## src/rtl/alu_uart_ctrl.sv

```systemverilog
// Sequencer between a byte-oriented UART and a combinational ALU: collects
// operand A, operand B and an opcode, runs one ALU cycle, then sends the result.
//
//   state   | meaning
//   WAIT_A  | idle, next received byte is operand A
//   WAIT_B  | next received byte is operand B
//   WAIT_OP | next received byte is the opcode (validated)
//   EXEC    | single cycle, ALU result captured, TX start issued
//   WAIT_TX | result held on o_tx_data until the UART reports completion
module alu_uart_ctrl #(
    parameter int SIZE    = 8,
    parameter int OP_BITS = 6
) (
    input  logic               i_clk,
    input  logic               i_reset,
    input  logic [SIZE-1:0]    i_rx_data,
    input  logic               i_rx_done,
    input  logic               i_tx_done,
    input  logic [SIZE-1:0]    i_alu_res,
    input  logic               i_alu_carry,
    output logic [SIZE-1:0]    o_alu_a,
    output logic [SIZE-1:0]    o_alu_b,
    output logic [OP_BITS-1:0] o_alu_op,
    output logic [SIZE-1:0]    o_tx_data,
    output logic               o_tx_start,
    output logic               o_carry,
    output logic               o_busy,
    output logic               o_error
);

    typedef enum logic [2:0] {
        WAIT_A,
        WAIT_B,
        WAIT_OP,
        EXEC,
        WAIT_TX
    } state_t;

    localparam logic [OP_BITS-1:0] OP_ADD = OP_BITS'('h20);
    localparam logic [OP_BITS-1:0] OP_SUB = OP_BITS'('h22);
    localparam logic [OP_BITS-1:0] OP_AND = OP_BITS'('h24);
    localparam logic [OP_BITS-1:0] OP_OR  = OP_BITS'('h25);
    localparam logic [OP_BITS-1:0] OP_XOR = OP_BITS'('h26);
    localparam logic [OP_BITS-1:0] OP_SRA = OP_BITS'('h03);
    localparam logic [OP_BITS-1:0] OP_SRL = OP_BITS'('h02);
    localparam logic [OP_BITS-1:0] OP_NOR = OP_BITS'('h27);

    state_t             state;
    state_t             state_next;
    logic               load_a;
    logic               load_b;
    logic               load_op;
    logic               latch_res;
    logic               reject;
    logic               op_valid;
    logic [OP_BITS-1:0] op_field;

    assign op_field = i_rx_data[OP_BITS-1:0];

    // A byte with any bit set above the opcode field is never a valid opcode.
    always_comb begin
        op_valid = 1'b0;
        if ((i_rx_data >> OP_BITS) == '0) begin
            case (op_field)
                OP_ADD, OP_SUB, OP_AND, OP_OR,
                OP_XOR, OP_SRA, OP_SRL, OP_NOR: op_valid = 1'b1;
                default:                        op_valid = 1'b0;
            endcase
        end
    end

    always_comb begin
        state_next = state;
        load_a     = 1'b0;
        load_b     = 1'b0;
        load_op    = 1'b0;
        latch_res  = 1'b0;
        reject     = 1'b0;
        case (state)
            WAIT_A: begin
                if (i_rx_done) begin
                    load_a     = 1'b1;
                    state_next = WAIT_B;
                end
            end
            WAIT_B: begin
                if (i_rx_done) begin
                    load_b     = 1'b1;
                    state_next = WAIT_OP;
                end
            end
            WAIT_OP: begin
                if (i_rx_done) begin
                    if (op_valid) begin
                        load_op    = 1'b1;
                        state_next = EXEC;
                    end else begin
                        reject     = 1'b1;
                        state_next = WAIT_A;
                    end
                end
            end
            EXEC: begin
                latch_res  = 1'b1;
                state_next = WAIT_TX;
            end
            WAIT_TX: begin
                if (i_tx_done) state_next = WAIT_A;
            end
            default: state_next = WAIT_A;
        endcase
    end

    always_ff @(posedge i_clk) begin
        if (i_reset) begin
            state      <= WAIT_A;
            o_alu_a    <= '0;
            o_alu_b    <= '0;
            o_alu_op   <= '0;
            o_tx_data  <= '0;
            o_carry    <= 1'b0;
            o_tx_start <= 1'b0;
            o_error    <= 1'b0;
        end else begin
            state      <= state_next;
            o_tx_start <= latch_res;
            o_error    <= reject;
            if (load_a)  o_alu_a  <= i_rx_data;
            if (load_b)  o_alu_b  <= i_rx_data;
            if (load_op) o_alu_op <= op_field;
            if (latch_res) begin
                o_tx_data <= i_alu_res;
                o_carry   <= i_alu_carry;
            end
        end
    end

    assign o_busy = (state == EXEC) || (state == WAIT_TX);

endmodule

```

## config.mk

```make
export PLATFORM = sky130hd
export DESIGN_NAME = alu_uart_ctrl
export DESIGN_NICKNAME = d
export VERILOG_FILES = /design/src/rtl/alu_uart_ctrl.sv
export SDC_FILE = /design/constraint.sdc
export NUM_CORES = 1
export LEC_CHECK = 0
export ABC_CLOCK_PERIOD_IN_PS = 1300
export BUFFER_PORTS_ARGS = -buffer_cell sky130_fd_sc_hd__buf_2
export CAP_MARGIN = 20
export CORE_UTILIZATION = 30
export DETAILED_ROUTE_END_ITERATION = 16
export PLACE_DENSITY = 0.6
export SYNTH_ARGS = -nofsm -noshare
export SYNTH_HDL_FRONTEND = slang
export SYNTH_SLANG_ARGS = --single-unit
```

## constraint.sdc

```tcl
create_clock -name i_clk -period 1.3 [get_ports i_clk]
set_clock_uncertainty 0.1 [all_clocks]
set_input_delay 0 -clock i_clk [delete_from_list [all_inputs] [get_ports i_clk]]
set_output_delay 0 -clock i_clk [all_outputs]
set_load 0.01 [all_outputs]
```

# Word level (Yosys, flattened, before mapping)
# Cells that the tools add are included.
[word_totals]
input_bits = 21
word_cells = 48
reg_bits = 36
[classes]
eq_ne = 16
reduce_logical = 6
n_mux = 16
bitwise = 2
[op_table]
columns = ["operator", "n"]
rows = [
  ["== test 6 bit, second input constant", 6],
  ["case mux 3 bit (5 select lines)", 1],
  ["== test 6 x 2 -> 1 bit, second input constant", 2],
  ["two-way mux 3 bit", 4],
  ["two-way mux 1 bit", 10],
  ["logical NOT 8 bit", 1],
  ["inequality test 2 bit, second input constant", 4],
  ["OR reduction 8 bit", 1],
  ["== test 3 x 2 -> 1 bit, second input constant", 2],
  ["AND reduction 4 bit", 1],
  ["== test 3 x 1 -> 1 bit, second input constant", 1],
  ["== test 3 bit, second input constant", 1],
  ["logical NOT 3 bit", 1],
  ["OR reduction 3 bit", 1],
  ["two-way mux 2 bit", 1],
  ["NOT 1 bit", 2],
  ["logical OR 1 bit", 1],
]

# Logic depth before layout (Yosys ltp)
# Gate-level depths: netlist (run 1).
[logic_depth]
ltp_word = 7
depth_mapped = 6
depth_no_buf = 4

# Worst setup path after synthesis (run 1)
# Ideal clock, no wire load.
[synth_timing]
path_type = "register -> register"
start = "register state[1]"
end = "register o_alu_b[1]"
path_slack_ns = -0.045
stages_incl_launch_ff = 6
arrival_ns = 1.117
path_cell_list = "dfxtp_1 > nor2b_1 > and3b_1 > buf_2 > mux2i_1 > nor2_1"
[synth_between]
elab_chain_cells = 2
[synth_lines]
columns = ["element", "line", "text"]
rows = [
  ["start: declaration", "48", "state_t state;"],
  ["start signal: assignment", "125", "state <= state_next;"],
  ["== test 3 x 1 -> 1 bit", "79", "case (state)"],
  ["two-way mux 1 bit", "79", ""],
  ["end signal: assignment", "129", "if (load_b) o_alu_b <= i_rx_data;"],
  ["end: declaration", "22", "output logic [SIZE-1:0] o_alu_b,"],
]
# No other way between the ends.
# A chain may end at the register's enable or synchronous reset.

# Worst setup path in the final report (run 1)
[layout_timing]
start = "register state[1]"
end = "register o_alu_b[5]"
# Same word-level chain as after synthesis.

==> results.py, run 1 <==
metrics = {
    "outcome": {
        "status": "finished, violations left",
        "violations": "negative setup slack",
    },
    "floorplan": {
        "core_sq_mm": 0.00438,
        "initial_core_util": 0.312,
        "die_w_um": 69.5,
        "die_h_um": 69.5,
        "dieArea_sq_mm": 0.00484,
        "rows": 24,
        "ioPinCount": 55,
    },
    "logic_synthesis": {
        "yosysUniqueCellTypes": 21,
        "synth-warning-count": 0,
        "synth_top_area_frac": 0.527,
        "syn_area_per_cell_sq_um": 9.57,
        "ys_seq_area_frac": 0.527,
        "ys_ff_latch": 36,
        "syn_inst": 143,
        "yosysTopAreaCell": "dfxtp_1",
        "syn_nets": 164,
        "synth_area_sq_mm": 0.00137,
        "synth.area.top_cells": "dfxtp_1 (53%), mux2i_1 (15%), nand2_1 (5.8%)",
    },
    "global_routing": {
        "grt_use_total": 0.145,
        "grt_pass1_wl_um": 5490,
        "grt_max_degree": 25,
        "grt_pass1_vias": 1228,
        "antenna_found_initial": 0,
        "grt.overflow.total": 0,
    },
    "sta": {
        "fin_ws_ps": -6.64,
        "period_share": 1.01,
        "period_needed_ps": 1310,
        "rsz0062_at_grt": "yes",
        "max_slew_margin": 0.804,
        "fmax_ghz": 0.765,
        "maxSlewViolCount": 0,
        "timing_hold_violations_final": 0,
        "setup_viol": 1,
        "worst_slew_pin_slew_ps": 294,
    },
    "setup_path": {
        "start_kind": "flop",
        "r2r_start": "state[1]",
        "setup.worst_path.end_class": "flop",
        "required_ps": 1370,
        "crit_arrival_ps": 1380,
        "critical_path_class": "reg2reg",
        "critical_path_peak_fanout": 8,
        "startpoint": "state[1]",
    },
    "routing": {
        "drt-initial-drc-count": 79,
        "vias": 1276,
        "routed_wl_um": 3380,
        "dr.pass1.iters": 4,
        "drcViolationCount": 0,
        "wl_per_cell_um": 12.0,
        "drtAntennaViolNets": 0,
        "viasPerCell": 4.54,
    },
    "place": {
        "dp_hpwl_um": 2250,
        "portBuffers": 54,
        "gp_congestion": 0.788,
    },
    "clocking": {
        "clock_latency_ps": 280,
        "clockRootBuffer": "clkbuf_8",
        "cts.clk_slew.worst_paths_ps": 70,
        "cts_buffers": 5,
        "cts_buffer_depth": 2,
        "cts_htree_levels": 2,
        "clock_sinks": 36,
        "cts_tree": "yes",
    },
    "power_and_ir_drop": {
        "ir_worst_vdd_mv": 0.571,
        "p_per_area_mw_per_mm2": 1070,
        "power_w": 0.00230,
        "power.leakage_nw": 1.03,
    },
    "finish": {
        "drive_gt1_frac": 0.362,
        "fin_nets": 250,
        "area_growth_pct": 56.5,
        "nFillCells": 411,
        "num_antenna_cells": 0,
        "final_util": 0.489,
    },
    "min_path": {
        "hold_start": "i_rx_data[3]",
        "hp-class": "in2reg",
    },
    "flow_run": {
        "drv_cap": 0,
    },
}
placed cells by master, fill, tap and decap left out, drive strengths merged:
| cell | netlist | final |
|---|---|---|
| nand2 | 21 | 21 |
| o221ai | 1 | 1 |
| dlygate4sd3 | 0 | 20 |
| and2 | 1 | 1 |
| a211o | 2 | 2 |
| nor2b | 2 | 2 |
| nand2b | 8 | 8 |
| nor2 | 22 | 22 |
| and3b | 1 | 1 |
| mux2i | 21 | 21 |
| clkbuf | 6 | 7 |
| nand3 | 2 | 2 |
| buf | 2 | 67 |
| nor3b | 3 | 3 |
| o21a | 1 | 1 |
| nand3b | 1 | 1 |
| inv | 2 | 2 |
| dfxtp | 36 | 36 |
| nor4 | 1 | 1 |
| a211oi | 2 | 2 |
| a21oi | 8 | 8 |
per-stage QoR:
step | std cells | hold slack [ps] | setup slack (ps) | TNS, ps | area [sq um]
final | 281 | 19.3 | -6.64 | -6.64 | 2140
after global routing | 281 | 40.4 | -60.7 | -747 | 2140
after CTS | 281 | 5.86 | 1.21 | 0 | 2140
after detailed placement | 250 | 137 | -31.2 | -51.2 | 1780
after global placement | 250 | 131 | 11.3 | 0 | 1780
after floorplan | 143 | 36.0 | 8.91 | 0 | 1380
worst max-delay path: stages, from the launching register on:
cell and delay [ps]:
dfxtp_2 320, nor2b_1 140, and3b_2 230, buf_12 140, mux2i_1 200, nor2_1 60
cell type report:
cell class / instances / area [sq um] / share of cell area
flip-flops and latches: 36 / 723 / 0.338
repair buffers: 87 / 628 / 0.293
multi-input cells: 97 / 622 / 0.290
clock buffers: 7 / 96.3 / 0.0450
well taps: 52 / 65.1 / 0.0304
inverters: 2 / 7.51 / 0.00350
cells in the mapped netlist:
cell type / n
dfxtp_1: 36
o21a_1: 1
a21oi_1: 8
nor3b_1: 3
nand2_1: 21
nand2b_1: 8
a211oi_1: 2
nand3b_1: 1
nor2b_1: 2
nor2_1: 21
buf_2: 2
nand3_1: 2
inv_1: 2
nor2_2: 1
and2_1: 1
nor4_4: 1
mux2i_1: 21
clkbuf_1: 6
o221ai_2: 1
a211o_1: 2
and3b_1: 1
layer usage:
layer | GRT usage | vias up | part of all wire
met5 | 0 | - | 0
met4 | 0.0476 | 0 | 0.0056
met3 | 0.0480 | 3 | 0.061
met2 | 0.238 | 45 | 0.48
met1 | 0.178 | 582 | 0.45
li1 | - | 646 | -
worst paths after layout:
kind / to / slack [ps] / depth (start not counted)
setup / recovery: o_alu_b[5] / -7 / 5
hold / removal: o_alu_b[3] / 20 / 4
setup reg to reg: o_alu_b[5] / -7 / 5
hold reg to reg: o_alu_a[6] / 360 / 2
registers in the layout, summed over array words and instances, names as in the netlist:
| signal | cells |
|---|---|
| o_alu_a | 8 |
| o_alu_op | 6 |
| o_carry | 1 |
| o_tx_data | 8 |
| o_error | 1 |
| o_alu_b | 8 |
| o_tx_start | 1 |
| state | 3 |
logic make-up after synthesis:
group	share of synthesized area
compound gates	0.0695
flops	0.527
simple gates	0.221
mux	0.154
buf+inv	0.0293
timing repair:
| item | CTS | global route |
|---|---|---|
| hold endpoints to repair | 30 | 0 |
| setup buffers | 4 | 0 |
| gates resized for setup | 6 | 3 |
| endpoints found under the setup margin | 5 | 22 |
| hold buffers | 20 | 0 |
| pin swaps | 1 | 1 |
report_power, final:
| part | switching (W) | internal [W] |
|---|---|---|
| combinational | 0.000142 | 0.000159 |
| sequential | 0.0000206 | 0.00114 |
| clock | 0.000364 | 0.000472 |
No activity file was read; power rests on OpenSTA's default activity.
==> run 2, diff against run 1 <==
- SKIP_CTS_REPAIR_TIMING: not set -> 1
==> results.py, run 2 (same netlist as run 1, synthesis figures left out) <==
metrics = {
    "global_routing": {
        "grt.overflow.total": 0,
        "antenna_found_initial": 0,
        "grt_use_total": 0.129,
        "grt_pass1_wl_um": 4890,
        "grt_max_degree": 25,
        "grt_pass1_vias": 1079,
    },
    "min_path": {
        "hold_start": "i_reset",
        "holdPathEnd": "state[2]",
        "min_path_cells": 2,
        "hp-class": "in2reg",
    },
    "place": {
        "dp_hpwl_um": 2250,
        "portBuffers": 54,
        "gp_congestion": 0.788,
        "pre_cts_ws_ps": -31.2,
    },
    "power_and_ir_drop": {
        "ir_worst_vdd_mv": 0.587,
        "power.leakage_nw": 1.02,
        "p_per_area_mw_per_mm2": 1070,
    },
    "sta": {
        "setup_viol": 0,
        "max_slew_margin": 0.797,
        "worst_slew_pin_slew_ps": 304,
        "maxSlewViolCount": 0,
        "fin_ws_ps": 14.8,
        "period_needed_ps": 1290,
        "timing_hold_violations_final": 2,
        "fmax_ghz": 0.778,
        "rsz0062_at_grt": "yes",
        "whs_ps": -12.9,
        "period_share": 0.989,
    },
    "finish": {
        "num_antenna_cells": 0,
        "top_regs": "o_alu_a: 8 flops, o_alu_b: 8 flops, o_tx_data: 8 flops",
        "layout_commonest_cell": "buf_2",
        "final_cell_mix": "buf_2 (53), dfxtp_1 (34), mux2i_1 (21)",
        "area_growth_pct": 55.6,
        "final_util": 0.486,
        "drive_gt1_frac": 0.366,
        "fin_nets": 248,
    },
    "clocking": {
        "cts.clk_slew.worst_paths_ps": 70,
        "cts_htree_levels": 2,
        "clockRootBuffer": "clkbuf_8",
        "cts_tree": "yes",
        "cts_buffer_depth": 2,
        "clock_sinks": 36,
        "cts_buffers": 5,
        "clock_latency_ps": 280,
    },
    "setup_path": {
        "critical_path_peak_fanout": 6,
        "start_kind": "flop",
        "critical_path_class": "reg2out",
        "r2r_start": "state[1]",
        "setup.worst_path.end_class": "primary output",
        "worst-r2r-setup-slack_ps": 20,
        "required_ps": 1200,
        "r2r_end": "o_tx_data[0]",
        "crit_arrival_ps": 1190,
        "reg2regPathDepth": 6,
    },
    "outcome": {
        "status": "finished, violations left",
        "violations": "negative hold slack",
    },
    "routing": {
        "met2WireLength_um": 1610,
        "dr.pass1.iters": 4,
        "routed.top_layer": "met4",
        "wl_per_cell_um": 12.0,
        "routed_wl_um": 3340,
        "viasPerCell": 4.54,
        "drtAntennaViolNets": 0,
        "drcViolationCount": 0,
        "drt-initial-drc-count": 70,
        "wl_met1_um": 1480,
        "vias": 1268,
        "route.met3.wl_um": 234,
    },
    "floorplan": {
        "dieArea_sq_mm": 0.00484,
        "rows": 24,
        "initial_core_util": 0.312,
        "die_w_um": 69.5,
        "core_sq_mm": 0.00438,
        "ioPinCount": 55,
        "die_h_um": 69.5,
    },
    "flow_run": {
        "drv_cap": 0,
    },
}
[run 2: where the power goes]
part / internal [W] / total [W] / switching, W
clock: 0.000472 / 0.000831 / 0.000360
sequential: 0.00114 / 0.00116 / 0.0000206
combinational: 0.000156 / 0.000295 / 0.000140
total: 0.00177 / 0.00229 / 0.000520
[run 2: layout make-up]
class                           count  area (sq um)
Sequential cell                    36           723
Timing Repair Buffer               85           614
Clock buffer                        7          96.3
Tap cell                           52          65.1
Fill cell                         416          2250
Multi-Input combinational cell     97           623
Inverter                            2          7.51
[run 2: worst max path at each step]
stage	startpoint	endpoint	slack, ps	cells after the start
6_report	state[1]	o_busy	10	5
5_1_grt	state[1]	o_tx_data[7]	-70	6
4_1_cts	state[0]	o_busy	-70	4
3_5_place_dp	state[0]	o_alu_op[1]	-30	4
3_3_place_gp	i_rx_data[3]	o_alu_op[5]	10	6
2_1_floorplan	state[1]	o_alu_b[1]	9	5
[run 2: stage by stage]
step	total power (W)	hold WS, ps	setup TNS [ps]	std cells	area [sq um]
final	0.00229	-12.9	0	279	2130
after CTS	0.00226	-157	-172	257	1880
after floorplan	0.00130	36.0	0	143	1380
after detailed placement	0.00142	137	-51.2	250	1780
after global routing	0.00240	7.15	-331	279	2130
after global placement	0.00142	131	0	250	1780
[run 2: metal layers]
| layer | track usage | up-vias |
|---|---|---|
| li1 | - | 640 |
| met1 | 0.158 | 578 |
| met2 | 0.205 | 47 |
| met3 | 0.0494 | 3 |
| met4 | 0.0476 | 0 |
| met5 | 0 | - |
[run 2: critical path: stages (launching register included)]
cell and delay, ps:
dfxtp_2 340, buf_6 110, nand3b_1 130, buf_12 170, nand2_2 60, buf_6 90
==> run 3, diff against run 2 <==
- PLACE_DENSITY: 0.6 -> 0.68
==> results.py, run 3 (same netlist as run 1, synthesis figures left out) <==
metrics = {
    "outcome": {
        "status": "finished, final reports clean",
    },
    "global_routing": {
        "grt_pass1_vias": 1084,
        "grt.overflow.total": 0,
        "antenna_found_initial": 0,
        "grt_max_degree": 22,
        "grt_use_total": 0.127,
        "grt_pass1_wl_um": 4910,
    },
    "finish": {
        "num_antenna_cells": 0,
        "top_regs": "o_alu_a: 8 flops, o_alu_b: 8 flops, o_tx_data: 8 flops",
        "area_growth_pct": 60.2,
        "drive_gt1_frac": 0.375,
        "layout_commonest_cell": "buf_2",
        "fin_nets": 252,
        "final_design_area_no_fill_sq_mm": 0.00219,
        "nFillCells": 432,
        "final_cell_mix": "buf_2 (53), dfxtp_1 (33), mux2i_1 (21), dlygate4sd3_1 (21), nor2_1 (20)",
        "multi_input_area_sq_um": 647,
        "seq_area_sq_um": 729,
        "fin_cells": 284,
    },
    "sta": {
        "rsz0062_at_grt": "yes",
        "timing_hold_violations_final": 0,
        "worst_slew_pin_slew_ps": 358,
        "fmax_ghz": 0.782,
        "fin_ws_ps": 21.7,
        "max_slew_margin": 0.762,
        "period_needed_ps": 1280,
        "setup_viol": 0,
        "tns_ps": 0,
        "maxSlewViolCount": 0,
        "period_share": 0.983,
    },
    "power_and_ir_drop": {
        "p_per_area_mw_per_mm2": 1100,
        "power.leakage_nw": 1.05,
        "ir_worst_vdd_mv": 0.744,
        "power_w": 0.00241,
    },
    "routing": {
        "wl_per_cell_um": 11.5,
        "dr.pass1.iters": 4,
        "drt-initial-drc-count": 57,
        "viasPerCell": 4.45,
        "drcViolationCount": 0,
        "drtAntennaViolNets": 0,
        "vias": 1264,
        "routed_wl_um": 3270,
    },
    "setup_path": {
        "critical_path.slowest_cell": "dfxtp_4",
        "required_ps": 1370,
        "max_stage_delay_ps": 370,
        "crit_arrival_ps": 1350,
        "start_kind": "flop",
        "setup.worst_path.end_class": "flop",
        "r2r_start": "state[1]",
        "critical_path_peak_fanout": 5,
        "critical_path_class": "reg2reg",
        "startpoint": "state[1]",
        "critical_path.cell_chain": "nor2b_4, and3b_2, buf_6, mux2i_1, nor2_1",
    },
    "clocking": {
        "cts_htree_levels": 2,
        "cts_buffer_depth": 2,
        "clock_latency_ps": 280,
        "clock_sinks": 36,
        "cts.clk_slew.worst_paths_ps": 70,
        "clockRootBuffer": "clkbuf_8",
        "cts_buffers": 5,
        "cts_tree": "yes",
    },
    "min_path": {
        "hold_start": "i_reset",
        "hp-class": "in2reg",
    },
    "floorplan": {
        "initial_core_util": 0.312,
        "ioPinCount": 55,
        "die_w_um": 69.5,
        "rows": 24,
        "die_h_um": 69.5,
        "dieArea_sq_mm": 0.00484,
        "core_sq_mm": 0.00438,
    },
    "place": {
        "dp_hpwl_um": 2150,
        "dp_cells": 250,
        "placed_area_sq_mm": 0.00176,
        "portBuffers": 54,
        "gp_congestion": 0.724,
        "pre_cts_ws_ps": -33.6,
    },
    "flow_run": {
        "drv_cap": 0,
    },
}
## run 3: per-stage QoR
| stage | hold slack, ps | util |
|---|---|---|
| 5_1_grt | 41.6 | 0.500 |
| 2_1_floorplan | 36.0 | - |
| 6_report | 8.59 | 0.500 |
| 4_1_cts | -157 | 0.425 |
| 3_3_place_gp | 129 | 0.401 |
| 3_5_place_dp | 144 | 0.401 |
## run 3: worst paths after layout
kind	to	slack, ps	cells after the start
min reg2reg	o_alu_a[1]	350	2
max reg2reg	o_alu_b[5]	20	5
min	o_tx_data[5]	9	2
max	o_alu_b[5]	20	5
## run 3: worst max-delay path, delay by kind of cell (launching register included)
family | cells | cell delay [ps]
mux | 1 | 190
simple gates | 3 | 390
flops | 1 | 370
buf+inv | 1 | 120
## run 3: per-layer routing
metal / track usage / up-vias / share of wire / wire length [um]
met5: 0 / - / 0 / 0
li1: - / 647 / - / -
met3: 0.0480 / 4 / 0.047 / 153
met4: 0.0476 / 0 / 0.012 / 39
met1: 0.156 / 581 / 0.46 / 1510
met2: 0.203 / 32 / 0.48 / 1570
## run 3: area by class of cell
cell class                      instances  area share
Timing Repair Buffer                   89       0.290
Clock buffer                            6      0.0331
Tap cell                               52      0.0297
Sequential cell                        36       0.333
Multi-Input combinational cell         97       0.295
Clock inverter                          2      0.0160
Inverter                                2     0.00342
## run 3: power breakdown
group	internal, W	switching, W	total, W	leakage [nW]
clock network	0.000569	0.000383	0.000952	0.0552
registers	0.00113	0.0000226	0.00116	0.294
logic	0.000163	0.000142	0.000304	0.698
